[config.mk]
export PLATFORM = sky130hd
export DESIGN_NAME = spike_event_encoder
export DESIGN_NICKNAME = d
export VERILOG_FILES = /design/src/rtl/hh_pkg.sv /design/src/rtl/spike_evt_fifo.sv /design/src/rtl/spike_event_encoder.sv
export SDC_FILE = /design/constraint.sdc
export NUM_CORES = 1
export LEC_CHECK = 0
export CAP_MARGIN = 10
export CELL_PAD_IN_SITES_DETAIL_PLACEMENT = 1
export CELL_PAD_IN_SITES_GLOBAL_PLACEMENT = 1
export CORE_MARGIN = 5
export CORE_UTILIZATION = 30
export CTS_CLUSTER_SIZE = 40
export DETAILED_ROUTE_END_ITERATION = 16
export PLACE_DENSITY = 0.57
export SLEW_MARGIN = 20
export SYNTH_ARGS = -nofsm -noshare
export SYNTH_HDL_FRONTEND = slang
export SYNTH_SLANG_ARGS = --single-unit
[constraint.sdc]
create_clock -name clk -period 6.92 [get_ports clk]
set_input_delay 1.384 -clock clk [delete_from_list [all_inputs] [get_ports clk]]
set_output_delay 1.384 -clock clk [all_outputs]
set_load 0.01 [all_outputs]
[src/rtl/hh_pkg.sv]
// Shared types and default widths for the spike event readout path.
package hh_pkg;

  localparam int unsigned TS_W  = 16;
  localparam int unsigned CNT_W = 8;
  localparam int unsigned MEM_W = 8;
  localparam int unsigned DEPTH = 4;

  // ISI value reported for the first event after reset or a saturated interval
  localparam logic [TS_W-1:0] ISI_NONE = '1;

  typedef struct packed {
    logic [TS_W-1:0]  ts;
    logic [TS_W-1:0]  isi;
    logic [MEM_W-1:0] mem;
  } spike_event_t;

endpackage

[src/rtl/spike_evt_fifo.sv]
// Synchronous FIFO of spike events; a push is accepted while full if a pop
// happens in the same cycle.
module spike_evt_fifo #(
  parameter int unsigned DEPTH = hh_pkg::DEPTH,
  parameter type         T     = hh_pkg::spike_event_t
) (
  input  logic clk,
  input  logic rst_n,
  input  logic push,
  input  T     din,
  input  logic pop,
  output T     head,
  output logic valid,
  output logic full
);

  localparam int unsigned PTR_W = (DEPTH > 1) ? $clog2(DEPTH) : 1;
  localparam int unsigned OCC_W = $clog2(DEPTH + 1);

  T                 mem_q [DEPTH];
  logic [PTR_W-1:0] wr_ptr_q;
  logic [PTR_W-1:0] rd_ptr_q;
  logic [OCC_W-1:0] occ_q;
  logic [OCC_W-1:0] occ_nxt_c;
  logic             valid_q;
  logic             full_q;
  logic             do_pop_c;
  logic             do_push_c;

  // Occupancy update; pointers wrap naturally since DEPTH is a power of two
  always_comb begin
    do_pop_c  = pop && valid_q;
    do_push_c = push && (!full_q || do_pop_c);
    occ_nxt_c = occ_q;
    if (do_push_c && !do_pop_c) begin
      occ_nxt_c = occ_q + OCC_W'(1);
    end else if (!do_push_c && do_pop_c) begin
      occ_nxt_c = occ_q - OCC_W'(1);
    end
  end

  always_ff @(posedge clk) begin
    if (!rst_n) begin
      for (int unsigned i = 0; i < DEPTH; i++) begin
        mem_q[i] <= '0;
      end
      wr_ptr_q <= '0;
      rd_ptr_q <= '0;
      occ_q    <= '0;
      valid_q  <= 1'b0;
      full_q   <= 1'b0;
    end else begin
      if (do_push_c) begin
        mem_q[wr_ptr_q] <= din;
        wr_ptr_q        <= wr_ptr_q + PTR_W'(1);
      end
      if (do_pop_c) begin
        rd_ptr_q <= rd_ptr_q + PTR_W'(1);
      end
      occ_q   <= occ_nxt_c;
      valid_q <= (occ_nxt_c != '0);
      full_q  <= (occ_nxt_c == OCC_W'(DEPTH));
    end
  end

  assign head  = mem_q[rd_ptr_q];
  assign valid = valid_q;
  assign full  = full_q;

endmodule

[src/rtl/spike_event_encoder.sv]
// Turns spike rising edges into timestamped events with ISI and membrane
// snapshot, queued on a valid/ready stream with drop accounting.
module spike_event_encoder #(
  parameter int unsigned TS_W  = hh_pkg::TS_W,
  parameter int unsigned DEPTH = hh_pkg::DEPTH,
  parameter int unsigned CNT_W = hh_pkg::CNT_W
) (
  input  logic                     clk,
  input  logic                     rst_n,
  input  logic                     en,
  input  logic                     spike_in,
  input  logic [hh_pkg::MEM_W-1:0] membrane,
  output logic                     ev_valid,
  input  logic                     ev_ready,
  output logic [TS_W-1:0]          ev_ts,
  output logic [TS_W-1:0]          ev_isi,
  output logic [hh_pkg::MEM_W-1:0] ev_mem,
  output logic [CNT_W-1:0]         drop_cnt,
  output logic [CNT_W-1:0]         spike_cnt,
  output logic                     full
);

  import hh_pkg::*;

  typedef struct packed {
    logic [TS_W-1:0]  ts;
    logic [TS_W-1:0]  isi;
    logic [MEM_W-1:0] mem;
  } evt_t;

  logic [TS_W-1:0]  ts_q;
  logic [TS_W-1:0]  isi_q;
  logic             spike_prev_q;
  logic [CNT_W-1:0] drop_q;
  logic [CNT_W-1:0] scnt_q;

  logic evt_c;
  logic pop_c;
  logic push_c;
  logic drop_c;
  evt_t din_c;
  evt_t head;
  logic fifo_valid;
  logic fifo_full;

  // Event qualification: a drop leaves the ISI reference on the last stored event
  always_comb begin
    evt_c     = en && spike_in && !spike_prev_q;
    pop_c     = fifo_valid && ev_ready;
    push_c    = evt_c && (!fifo_full || pop_c);
    drop_c    = evt_c && fifo_full && !pop_c;
    din_c.ts  = ts_q;
    din_c.isi = isi_q;
    din_c.mem = membrane;
  end

  always_ff @(posedge clk) begin
    if (!rst_n) begin
      ts_q         <= '0;
      isi_q        <= '1;
      spike_prev_q <= 1'b0;
      drop_q       <= '0;
      scnt_q       <= '0;
    end else begin
      ts_q         <= ts_q + TS_W'(1);
      spike_prev_q <= spike_in;
      if (push_c) begin
        isi_q <= TS_W'(1);
      end else if (isi_q != '1) begin
        isi_q <= isi_q + TS_W'(1);
      end
      if (drop_c && (drop_q != '1)) begin
        drop_q <= drop_q + CNT_W'(1);
      end
      if (push_c && (scnt_q != '1)) begin
        scnt_q <= scnt_q + CNT_W'(1);
      end
    end
  end

  spike_evt_fifo #(
    .DEPTH (DEPTH),
    .T     (evt_t)
  ) u_fifo (
    .clk   (clk),
    .rst_n (rst_n),
    .push  (push_c),
    .din   (din_c),
    .pop   (pop_c),
    .head  (head),
    .valid (fifo_valid),
    .full  (fifo_full)
  );

  assign ev_valid  = fifo_valid;
  assign ev_ts     = head.ts;
  assign ev_isi    = head.isi;
  assign ev_mem    = head.mem;
  assign full      = fifo_full;
  assign drop_cnt  = drop_q;
  assign spike_cnt = scnt_q;

endmodule

==> After elaboration in Yosys (flattened, before gate mapping) <==
Memory sizes are Yosys's and may differ from the RTL's. A register that Yosys moved wholly into a read port is not among the register bits.
Cells that the tools add are included.
{ "classes": {"add_sub_neg": 8, "n_eq_ne": 4, "n_mux": 13, "bitwise_logic": 1, "n_reduce_logical": 23} }
{ "ops": {"columns": ["operator", "n"], "rows": [
  ["2-to-1 mux 40 bit", 1],
  ["OR reduction 40 bit", 1],
  ["adder 16 x 1 -> 16 bit (second input constant)", 2],
  ["2-to-1 mux 16 bit", 2],
  ["adder 8 x 1 -> 8 bit (second input constant)", 2],
  ["inequality test 16 bit (second input constant)", 1],
  ["inequality test 8 bit (second input constant)", 2],
  ["logical AND 1 bit", 12],
  ["2-to-1 mux 2 bit", 3],
  ["2-to-1 mux 3 bit", 2],
  ["logical NOT 1 bit", 5],
  ["2-to-1 mux 1 bit", 5],
  ["adder 2 x 1 -> 2 bit (second input constant)", 2],
  ["adder 3 x 1 -> 3 bit (second input constant)", 1],
  ["equality test 3 bit (second input constant)", 1],
  ["nonzero test 3 bit", 1],
  ["subtractor 3 x 1 -> 3 bit (second input constant)", 1],
  ["logical OR 1 bit", 2],
  ["nonzero test 2 bit", 1],
  ["OR reduction 2 bit", 1],
  ["inverter 1 bit", 1]
]} }
{ "totals": {"reg_bits": 58, "mem_bits_rw": 160, "input_bits": 13, "output_inout_bits": 58, "word_cells": 61, "mem_count": 1} }
{ "mem_list": {"columns": ["name", "words", "width", "rd", "rd_ports_with_merged_regs", "write_ports", "line", "rtl"], "rows": [
  ["u_fifo.mem_q", 4, 40, 1, 1, 4, "spike_evt_fifo.sv:20", "T mem_q [DEPTH];"]
]} }

==> Longest topological paths before layout <==
Gate-level depths: netlist of the first run.
{ "depth": {"ltp_word": 9, "ltp_mapped": 7, "mapped_depth_nobuf": 6} }

==> Modules after synthesis <==
Synthesis of the first run repeated with hierarchy kept, for this count alone.
{ "unflattened": {"cells_unflattened": 719, "area_unflattened_um2": 9875.7} }
{ "modules_own_cells": {"columns": ["module", "n_inst", "cells_per_inst", "area_per_inst_um2", "seq_area_each_um2"], "rows": [
  ["spike_evt_fifo", 1, 442, 7502.2, 5024.8],
  ["spike_event_encoder", 1, 277, 2373.5, 980.9]
]} }

==> Least setup slack after synthesis of the first run <==
No wires, ideal clock.
{ "synth_path": {"path_kind": "input-to-reg", "startpoint": "in ev_ready", "endpoint": "mem u_fifo.mem_q[1][0] in the netlist's numbering, enable pin", "setup_ns": 0.493, "arrival_ns": 4.860, "required_time_ns": 6.427, "setup_slack_ns": 1.567, "cell_stages": 5, "n_path_buf": 1, "path_cell_list": "nand2_2 -> a21oi_4 -> buf_2 -> nand2_1 -> o21ai_0"} }
{ "synth_lines": {"columns": ["element", "line", "rtl"], "rows": [
  ["start, declared", "spike_event_encoder.sv:14", "input logic ev_ready,"],
  ["end, declared", "spike_evt_fifo.sv:20", null]
]} }

==> results of run 1 <==
critical path, stage by stage, from the launching register on:
cell and delay [ns]:
sky130_fd_sc_hd__dfxtp_2 0.84, sky130_fd_sc_hd__buf_4 0.52, sky130_fd_sc_hd__mux4_2 0.61, sky130_fd_sc_hd__clkdlybuf4s50_1 0.54
metrics by stage:
| stage | instance area [µm²] | total power (µW) |
|---|---|---|
| 4_1_cts | 11530 | 3409 |
| 3_5_place_dp | 10740 | 2141 |
| 6_report | 11530 | 3353 |
| 5_1_grt | 11530 | 3514 |
| 2_1_floorplan | 9607 | 1915 |
| 3_3_place_gp | 10740 | 2118 |
cell type report:
cell class | instances | area, µm²
Fill cell | 3349 | 20020
Sequential cell | 220 | 6011
Multi-Input combinational cell | 433 | 3433
Timing Repair Buffer | 79 | 763.2
Clock buffer | 42 | 740.7
Tap cell | 402 | 503.0
Clock inverter | 6 | 43.79
Inverter | 9 | 33.78
Antenna cell | 1 | 2.502
path summary, 6_finish.rpt:
check                    start                  end  slack [ns]  cells past startpoint
setup / recovery      register            ev_isi[4]        2.49                      3
hold / removal    spike_cnt[2]         spike_cnt[2]        0.51                      2
setup reg to reg  u_fifo.valid  u_fifo.mem_q[0][23]        3.92                      7
hold reg to reg   spike_cnt[2]         spike_cnt[2]        0.51                      2
registers in the layout, summed over array words and instances, names as in the netlist, named ones only:
name             count
u_fifo.valid         1
u_fifo.rd_ptr_q      2
ts_q                16
u_fifo.mem_q       160
isi_q               16
u_fifo.full          1
spike_cnt            8
u_fifo.occ_q         3
spike_prev_q         1
u_fifo.wr_ptr_q      2
drop_cnt             8
layer usage:
layer	wire length, µm	vias to the layer above	GRT usage [%]
li1	-	2715	-
met1	9982	3020	16.12
met2	12130	87	23.75
met3	948	25	2.471
met4	317	0	2.550
met5	0	-	0
kinds of logic (layout without fill, tap and decap cells):
logic type,Yosys count,after routing,share of synthesized area (%)
AOI/OAI and AO/OA,49,49,3.217
xor gates and xnor gates,36,36,3.282
adders and majority gates,6,6,0.7814
buffers and inverters,53,136,2.292
DFF,220,220,62.52
muxes,44,44,9.807
other,0,1,0
and+or+nand+nor,298,298,18.10
report_power, final:
part / internal, µW / switching (µW)
logic: 254 / 237
clock network: 732 / 525
registers: 1500 / 105
total: 2490 / 867
synth_stat cells (7+ instances only):
cell	count
sky130_fd_sc_hd__nand3_1	19
sky130_fd_sc_hd__inv_1	9
sky130_fd_sc_hd__o21ai_0	22
sky130_fd_sc_hd__mux4_2	40
sky130_fd_sc_hd__a21oi_1	7
sky130_fd_sc_hd__clkbuf_1	32
sky130_fd_sc_hd__nand2_1	25
sky130_fd_sc_hd__and3_1	48
sky130_fd_sc_hd__xnor2_1	9
sky130_fd_sc_hd__nor2_1	39
sky130_fd_sc_hd__and2_1	122
sky130_fd_sc_hd__nand4_1	13
sky130_fd_sc_hd__buf_2	8
sky130_fd_sc_hd__edfxtp_1	160
sky130_fd_sc_hd__xor2_1	27
sky130_fd_sc_hd__dfxtp_1	60
==> metrics.json, run 1 <==
{
  "status": {"value": "finished clean"},
  "timing.final.crit_share": {"value": 64.03, "unit": "%"},
  "wl_per_cell": {"value": 19.61, "unit": "µm"},
  "final.setup.worst_slack": {"value": 2.489, "unit": "ns"},
  "final-instance-count-excl-fill": {"value": 1192},
  "grt_pass1_wl": {"value": 37080, "unit": "µm"},
  "synth_nets": {"value": 725},
  "grt_max_degree": {"value": 67},
  "cts_hold_repair.buffers": {"value": 0},
  "placed_cells_incl_taps": {"value": 1143},
  "dpl.hpwl": {"value": 14360, "unit": "µm"},
  "drt_iter0_drc": {"value": 221},
  "fin_hold_ws": {"value": 0.5130, "unit": "ns"},
  "synth_enable_flop_cells": {"value": 160},
  "grt_pass1_vias": {"value": 6438},
  "min_path_type": {"value": "register to register"},
  "drt.antenna.violating_nets": {"value": 0},
  "core-area": {"value": 0.03156, "unit": "mm²"},
  "final_layout_size_suffix_gt1_share": {"value": 13.18, "unit": "%"},
  "fin_worst_skew": {"value": 0.02218, "unit": "ns"},
  "worstSkewPairLatency": {"value": 0.53, "unit": "ns"},
  "synth.yosys.seq_area_share": {"value": 62.52, "unit": "%"},
  "finalNetCount": {"value": 788},
  "chipWidth": {"value": 188.9, "unit": "µm"},
  "slew_viol_final": {"value": 0},
  "synthTopCellsByArea": {"value": "sky130_fd_sc_hd__edfxtp_1, sky130_fd_sc_hd__dfxtp_1, sky130_fd_sc_hd__mux4_2, sky130_fd_sc_hd__and2_1, sky130_fd_sc_hd__and3_1"},
  "tritoncts": {"value": "yes"},
  "cts_max_level": {"value": 1},
  "post_synth.cell_area_avg": {"value": 13.61, "unit": "µm²"},
  "mostFrequentLayoutCells": {"value": "sky130_fd_sc_hd__edfxtp_1, sky130_fd_sc_hd__and2_1, sky130_fd_sc_hd__clkdlybuf4s50_1"},
  "ys_async_sr_fraction": {"value": 0, "unit": "%"},
  "cts-root-buf": {"value": "sky130_fd_sc_hd__clkbuf_16"},
  "mostFrequentLayoutCell": {"value": "sky130_fd_sc_hd__edfxtp_1"},
  "cts_max_path_buffers": {"value": 3},
  "area_share_of_the_largest_cell_type_after_synthesis": {"value": 50.01, "unit": "%"},
  "timing.critical_path.from_type": {"value": "register"},
  "setup_viol": {"value": 0},
  "final_period_minus_worst_setup_slack": {"value": 4.431, "unit": "ns"},
  "placement.io_buffers": {"value": 70},
  "place_worst_setup_slack": {"value": 2.354, "unit": "ns"},
  "setup_total_negative_slack": {"value": 0, "unit": "ns"},
  "critical_path.max_fanout": {"value": 22},
  "area_growth": {"value": 20.03, "unit": "%"},
  "die-area": {"value": 0.03570, "unit": "mm²"},
  "number_of_antenna_violations_at_the_first_check_in_global_routing": {"value": 0},
  "syn-instance-count": {"value": 706},
  "route.vias.total": {"value": 5847},
  "num_cts_buffers": {"value": 26},
  "first_pass_iters": {"value": 5},
  "count_of_yosys_warnings_during_synthesis": {"value": 0},
  "post-route-drc-count": {"value": 0},
  "cellPowerDensity": {"value": 290.8, "unit": "mW/mm²"},
  "globalplace.congestion": {"value": 0.7532},
  "syn_area": {"value": 0.009607, "unit": "mm²"},
  "synth.lib_cells_used.distinct": {"value": 49},
  "floorplan.initialDensity": {"value": 30.44, "unit": "%"},
  "max_slew.worst_pin.slew": {"value": 1.030, "unit": "ns"},
  "total_leakage_power": {"value": 0.004177, "unit": "µW"},
  "design.portCount": {"value": 71},
  "ir_worst_vdd": {"value": 0.0001837, "unit": "V"},
  "cp_data_arrival_time": {"value": 3.05, "unit": "ns"},
  "ys_ff_latch": {"value": 220},
  "postRouteWirelength": {"value": 23370, "unit": "µm"},
  "post-route-util": {"value": 36.54, "unit": "%"},
  "worstSetupEndpointType": {"value": "output pin"},
  "rsz0062_at_grt": {"value": "false"},
  "synth_flop_cell": {"value": "sky130_fd_sc_hd__edfxtp_1"},
  "num_rows": {"value": 65},
  "die_y": {"value": 188.9, "unit": "µm"},
  "timing.final.hold_violations": {"value": 0},
  "post-synth-top-area-cell": {"value": "sky130_fd_sc_hd__edfxtp_1"},
  "slew_headroom": {"value": 31.15, "unit": "%"},
  "postCtsSetupRepairBufs": {"value": 0},
  "overall_overflow_remaining_after_global_route": {"value": 0},
  "max_cap_violations": {"value": 0},
  "vias_per_cell": {"value": 4.905},
  "worst_setup_hold_path_clk_slew": {"value": 0.06, "unit": "ns"},
  "fmax": {"value": 225.7, "unit": "MHz"},
  "grt.total_usage": {"value": 13.01, "unit": "%"},
  "clock-sinks": {"value": 220},
  "cts-resized-gates": {"value": 0},
  "timing.critical_path.required": {"value": 5.54, "unit": "ns"},
  "worstSetupPathType": {"value": "register to output pin"}
}
No activity file was read; power rests on OpenSTA's default activity.
==> inputs of run 2 (changes only) <==
clock period = 4.5 ns   (was 6.92 ns; I/O delays follow)
==> metrics.json, run 2 (synthesized netlist as in run 1, its figures left out) <==
{
  "number_of_antenna_violations_at_the_first_check_in_global_routing": {"value": 0, "change": "unchanged"},
  "share_seq_of_total_power": {"value": 44.7, "unit": "%", "change": "was 47.9%"},
  "setup_total_negative_slack": {"value": 0, "unit": "ns", "change": "unchanged"},
  "vias_per_cell": {"value": 4.843, "change": "was 4.905"},
  "num_antenna_cells": {"value": 0, "change": "was 1"},
  "grt_use_met1": {"value": 16.40, "unit": "%", "change": "was 16.12%"},
  "fmax": {"value": 278.0, "unit": "MHz"},
  "multi_input_area": {"value": 0.003423, "unit": "mm²", "change": "was 0.003433 mm²"},
  "slew_headroom": {"value": 53.63, "unit": "%", "change": "was 31.15%"},
  "max_cap_violations": {"value": 0, "change": "unchanged"},
  "min_delay_path_depth": {"value": 2, "change": "unchanged"},
  "grt.busiest_layer": {"value": "met2", "change": "unchanged"},
  "design.portCount": {"value": 71, "change": "unchanged"},
  "reg_top3": {"value": "u_fifo.mem_q x160, isi_q x16, ts_q x16", "change": "unchanged"},
  "timing.final.crit_share": {"value": 79.93, "unit": "%"},
  "drt_iter0_drc": {"value": 271, "change": "was 221"},
  "post-route-drc-count": {"value": 0, "change": "unchanged"},
  "finalNetCount": {"value": 794, "change": "was 788"},
  "ir_worst_vdd": {"value": 0.0003155, "unit": "V", "change": "was 0.0001837 V"},
  "die-area": {"value": 0.03570, "unit": "mm²", "change": "unchanged"},
  "clock-sinks": {"value": 220, "change": "unchanged"},
  "total_leakage_power": {"value": 0.004292, "unit": "µW", "change": "was 0.004177 µW"},
  "cts_max_path_buffers": {"value": 3, "change": "unchanged"},
  "ff2ff_path_depth": {"value": 7, "change": "unchanged"},
  "grt_pass1_wl": {"value": 37140, "unit": "µm", "change": "was 37080 µm"},
  "final_period_minus_worst_setup_slack": {"value": 3.597, "unit": "ns"},
  "cts-resized-gates": {"value": 0, "change": "unchanged"},
  "layout.filler_cells": {"value": 3294, "change": "was 3349"},
  "final_layout_size_suffix_gt1_share": {"value": 14.48, "unit": "%", "change": "was 13.18%"},
  "tritoncts": {"value": "yes", "change": "unchanged"},
  "slew_viol_final": {"value": 0, "change": "unchanged"},
  "cellPowerDensity": {"value": 466.5, "unit": "mW/mm²", "change": "was 290.8 mW/mm²"},
  "post-route-util": {"value": 37.25, "unit": "%", "change": "was 36.54%"},
  "registers.top_by_ff_count": {"value": "u_fifo.mem_q", "change": "unchanged"},
  "timing.final.hold_violations": {"value": 0, "change": "unchanged"},
  "grt.total_usage": {"value": 12.89, "unit": "%", "change": "was 13.01%"},
  "fin_worst_skew": {"value": 0.01557, "unit": "ns", "change": "was 0.02218 ns"},
  "mostFrequentLayoutCell": {"value": "sky130_fd_sc_hd__edfxtp_1", "change": "unchanged"},
  "swShare": {"value": 24.23, "unit": "%", "change": "was 25.85%"},
  "cp_data_arrival_time": {"value": 2.70, "unit": "ns", "change": "was 3.05 ns"},
  "globalplace.congestion": {"value": 0.7542, "change": "was 0.7532"},
  "timing.critical_path.from_type": {"value": "register", "change": "unchanged"},
  "chipWidth": {"value": 188.9, "unit": "µm", "change": "unchanged"},
  "route.vias.total": {"value": 5792, "change": "was 5847"},
  "status": {"value": "finished clean", "change": "unchanged"},
  "worstSkewPairLatency": {"value": 0.52, "unit": "ns", "change": "was 0.53 ns"},
  "placement.io_buffers": {"value": 70, "change": "unchanged"},
  "drt.antenna.violating_nets": {"value": 0, "change": "unchanged"},
  "setup_viol": {"value": 0, "change": "unchanged"},
  "grt_max_degree": {"value": 51, "change": "was 67"},
  "max_slew.worst_pin.slew": {"value": 0.6897, "unit": "ns", "change": "was 1.030 ns"},
  "first_pass_iters": {"value": 4, "change": "was 5"},
  "grt_pass1_vias": {"value": 6556, "change": "was 6438"},
  "core-area": {"value": 0.03156, "unit": "mm²", "change": "unchanged"},
  "mostFrequentLayoutCells": {"value": "sky130_fd_sc_hd__edfxtp_1, sky130_fd_sc_hd__and2_1, sky130_fd_sc_hd__clkdlybuf4s50_1", "change": "unchanged"},
  "dpl_cell_area": {"value": 0.01083, "unit": "mm²", "change": "was 0.01074 mm²"},
  "wl_per_cell": {"value": 19.38, "unit": "µm", "change": "was 19.61 µm"},
  "rsz0062_at_grt": {"value": "false", "change": "unchanged"},
  "postCtsSetupRepairBufs": {"value": 0, "change": "unchanged"},
  "cts-root-buf": {"value": "sky130_fd_sc_hd__clkbuf_16", "change": "unchanged"},
  "worst_setup_hold_path_clk_slew": {"value": 0.06, "unit": "ns", "change": "about the same"},
  "worstSetupPathType": {"value": "register to output pin", "change": "unchanged"},
  "timing.critical_path.required": {"value": 3.60, "unit": "ns", "change": "was 5.54 ns"},
  "num_rows": {"value": 65, "change": "unchanged"},
  "dpl.hpwl": {"value": 14480, "unit": "µm", "change": "was 14360 µm"},
  "finalPower": {"value": 5483, "unit": "µW", "change": "was 3353 µW"},
  "number_of_flip_flops_in_the_largest_register": {"value": 160, "change": "unchanged"},
  "overall_overflow_remaining_after_global_route": {"value": 0, "change": "unchanged"},
  "cts_hold_repair.buffers": {"value": 0, "change": "unchanged"},
  "regArea": {"value": 0.006008, "unit": "mm²", "change": "was 0.006011 mm²"},
  "num_cts_buffers": {"value": 26, "change": "unchanged"},
  "cts_max_level": {"value": 1, "change": "unchanged"},
  "clock_share_of_power": {"value": 41.1, "unit": "%", "change": "was 37.5%"},
  "pwr-share-comb": {"value": 14.2, "unit": "%", "change": "was 14.7%"},
  "design_area": {"value": 0.01175, "unit": "mm²", "change": "was 0.01153 mm²"},
  "postRouteWirelength": {"value": 23180, "unit": "µm", "change": "was 23370 µm"},
  "critical_path.max_fanout": {"value": 24, "change": "was 22"},
  "met3_usage": {"value": 2.507, "unit": "%", "change": "was 2.471%"},
  "netSwitchingPower": {"value": 1329, "unit": "µW", "change": "was 866.8 µW"},
  "area_growth": {"value": 22.35, "unit": "%", "change": "was 20.03%"},
  "die_y": {"value": 188.9, "unit": "µm", "change": "unchanged"},
  "floorplan.initialDensity": {"value": 30.44, "unit": "%", "change": "unchanged"},
  "min_path_type": {"value": "register to register", "change": "unchanged"},
  "worstSetupEndpointType": {"value": "output pin", "change": "unchanged"},
  "global_route.usage.met2": {"value": 23.03, "unit": "%", "change": "was 23.75%"},
  "intPower": {"value": 4154, "unit": "µW", "change": "was 2487 µW"}
}
==> run 2: changes by cell type in the layout (fill, tap and decap cells not counted), sizes merged <==
cell / previous run / this run
buf: 10 / 16
clkinvlp: 0 / 1
clkbuf: 42 / 31
clkinv: 6 / 9
bufinv: 0 / 6
diode: 1 / 0
==> run 2: power groups by stage <==
stage | Sequential (µW) | Combinational, µW | Clock (µW)
2_1_floorplan | 2420 | 523 | 0
3_3_place_gp | 2490 | 784 | 0
3_5_place_dp | 2500 | 799 | 0
4_1_cts | 2460 | 803 | 2320
5_1_grt | 2480 | 854 | 2410
6_report | 2450 | 778 | 2250
==> run 2: cell type report <==
type,count,share of cell area (%)
sequential,220,51.12
clock buffer,31,5.961
timing repair buffer,85,7.303
clock inverter,16,1.927
tap,402,4.279
inverter,9,0.2874
multi-input combinational,433,29.12
==> run 2: layer usage <==
metal / vias to the layer above / share of wire [%]
met5: - / 0
met4: 0 / 1.2
met3: 24 / 4.6
met2: 96 / 51
met1: 2953 / 43
li1: 2719 / -
==> run 2: worst paths after layout <==
check | startpoint | to | slack, ns
max | register | ev_isi[1] | 0.90
min | spike_cnt[6] | spike_cnt[6] | 0.52
max reg2reg | u_fifo.valid | u_fifo.mem_q[0][33] | 2.11
min reg2reg | spike_cnt[6] | spike_cnt[6] | 0.52
==> run 2: worst max-delay path: stages (launching register included) <==
cell and delay, ns:
sky130_fd_sc_hd__dfxtp_2 0.77, sky130_fd_sc_hd__buf_12 0.32, sky130_fd_sc_hd__mux4_2 0.57, sky130_fd_sc_hd__clkdlybuf4s50_1 0.50
==> run 2: per-stage QoR <==
stage | worst slack, ns | hold slack, ns | std cells
finish | 0.9033 | 0.5230 | 1196
detailed placement | 1.037 | 0.5180 | 1149
floorplan | 0.7123 | 0.4434 | 706
CTS | 0.7950 | 0.5316 | 1196
global route | 0.7462 | 0.5707 | 1196
global placement | 1.102 | 0.4993 | 1149
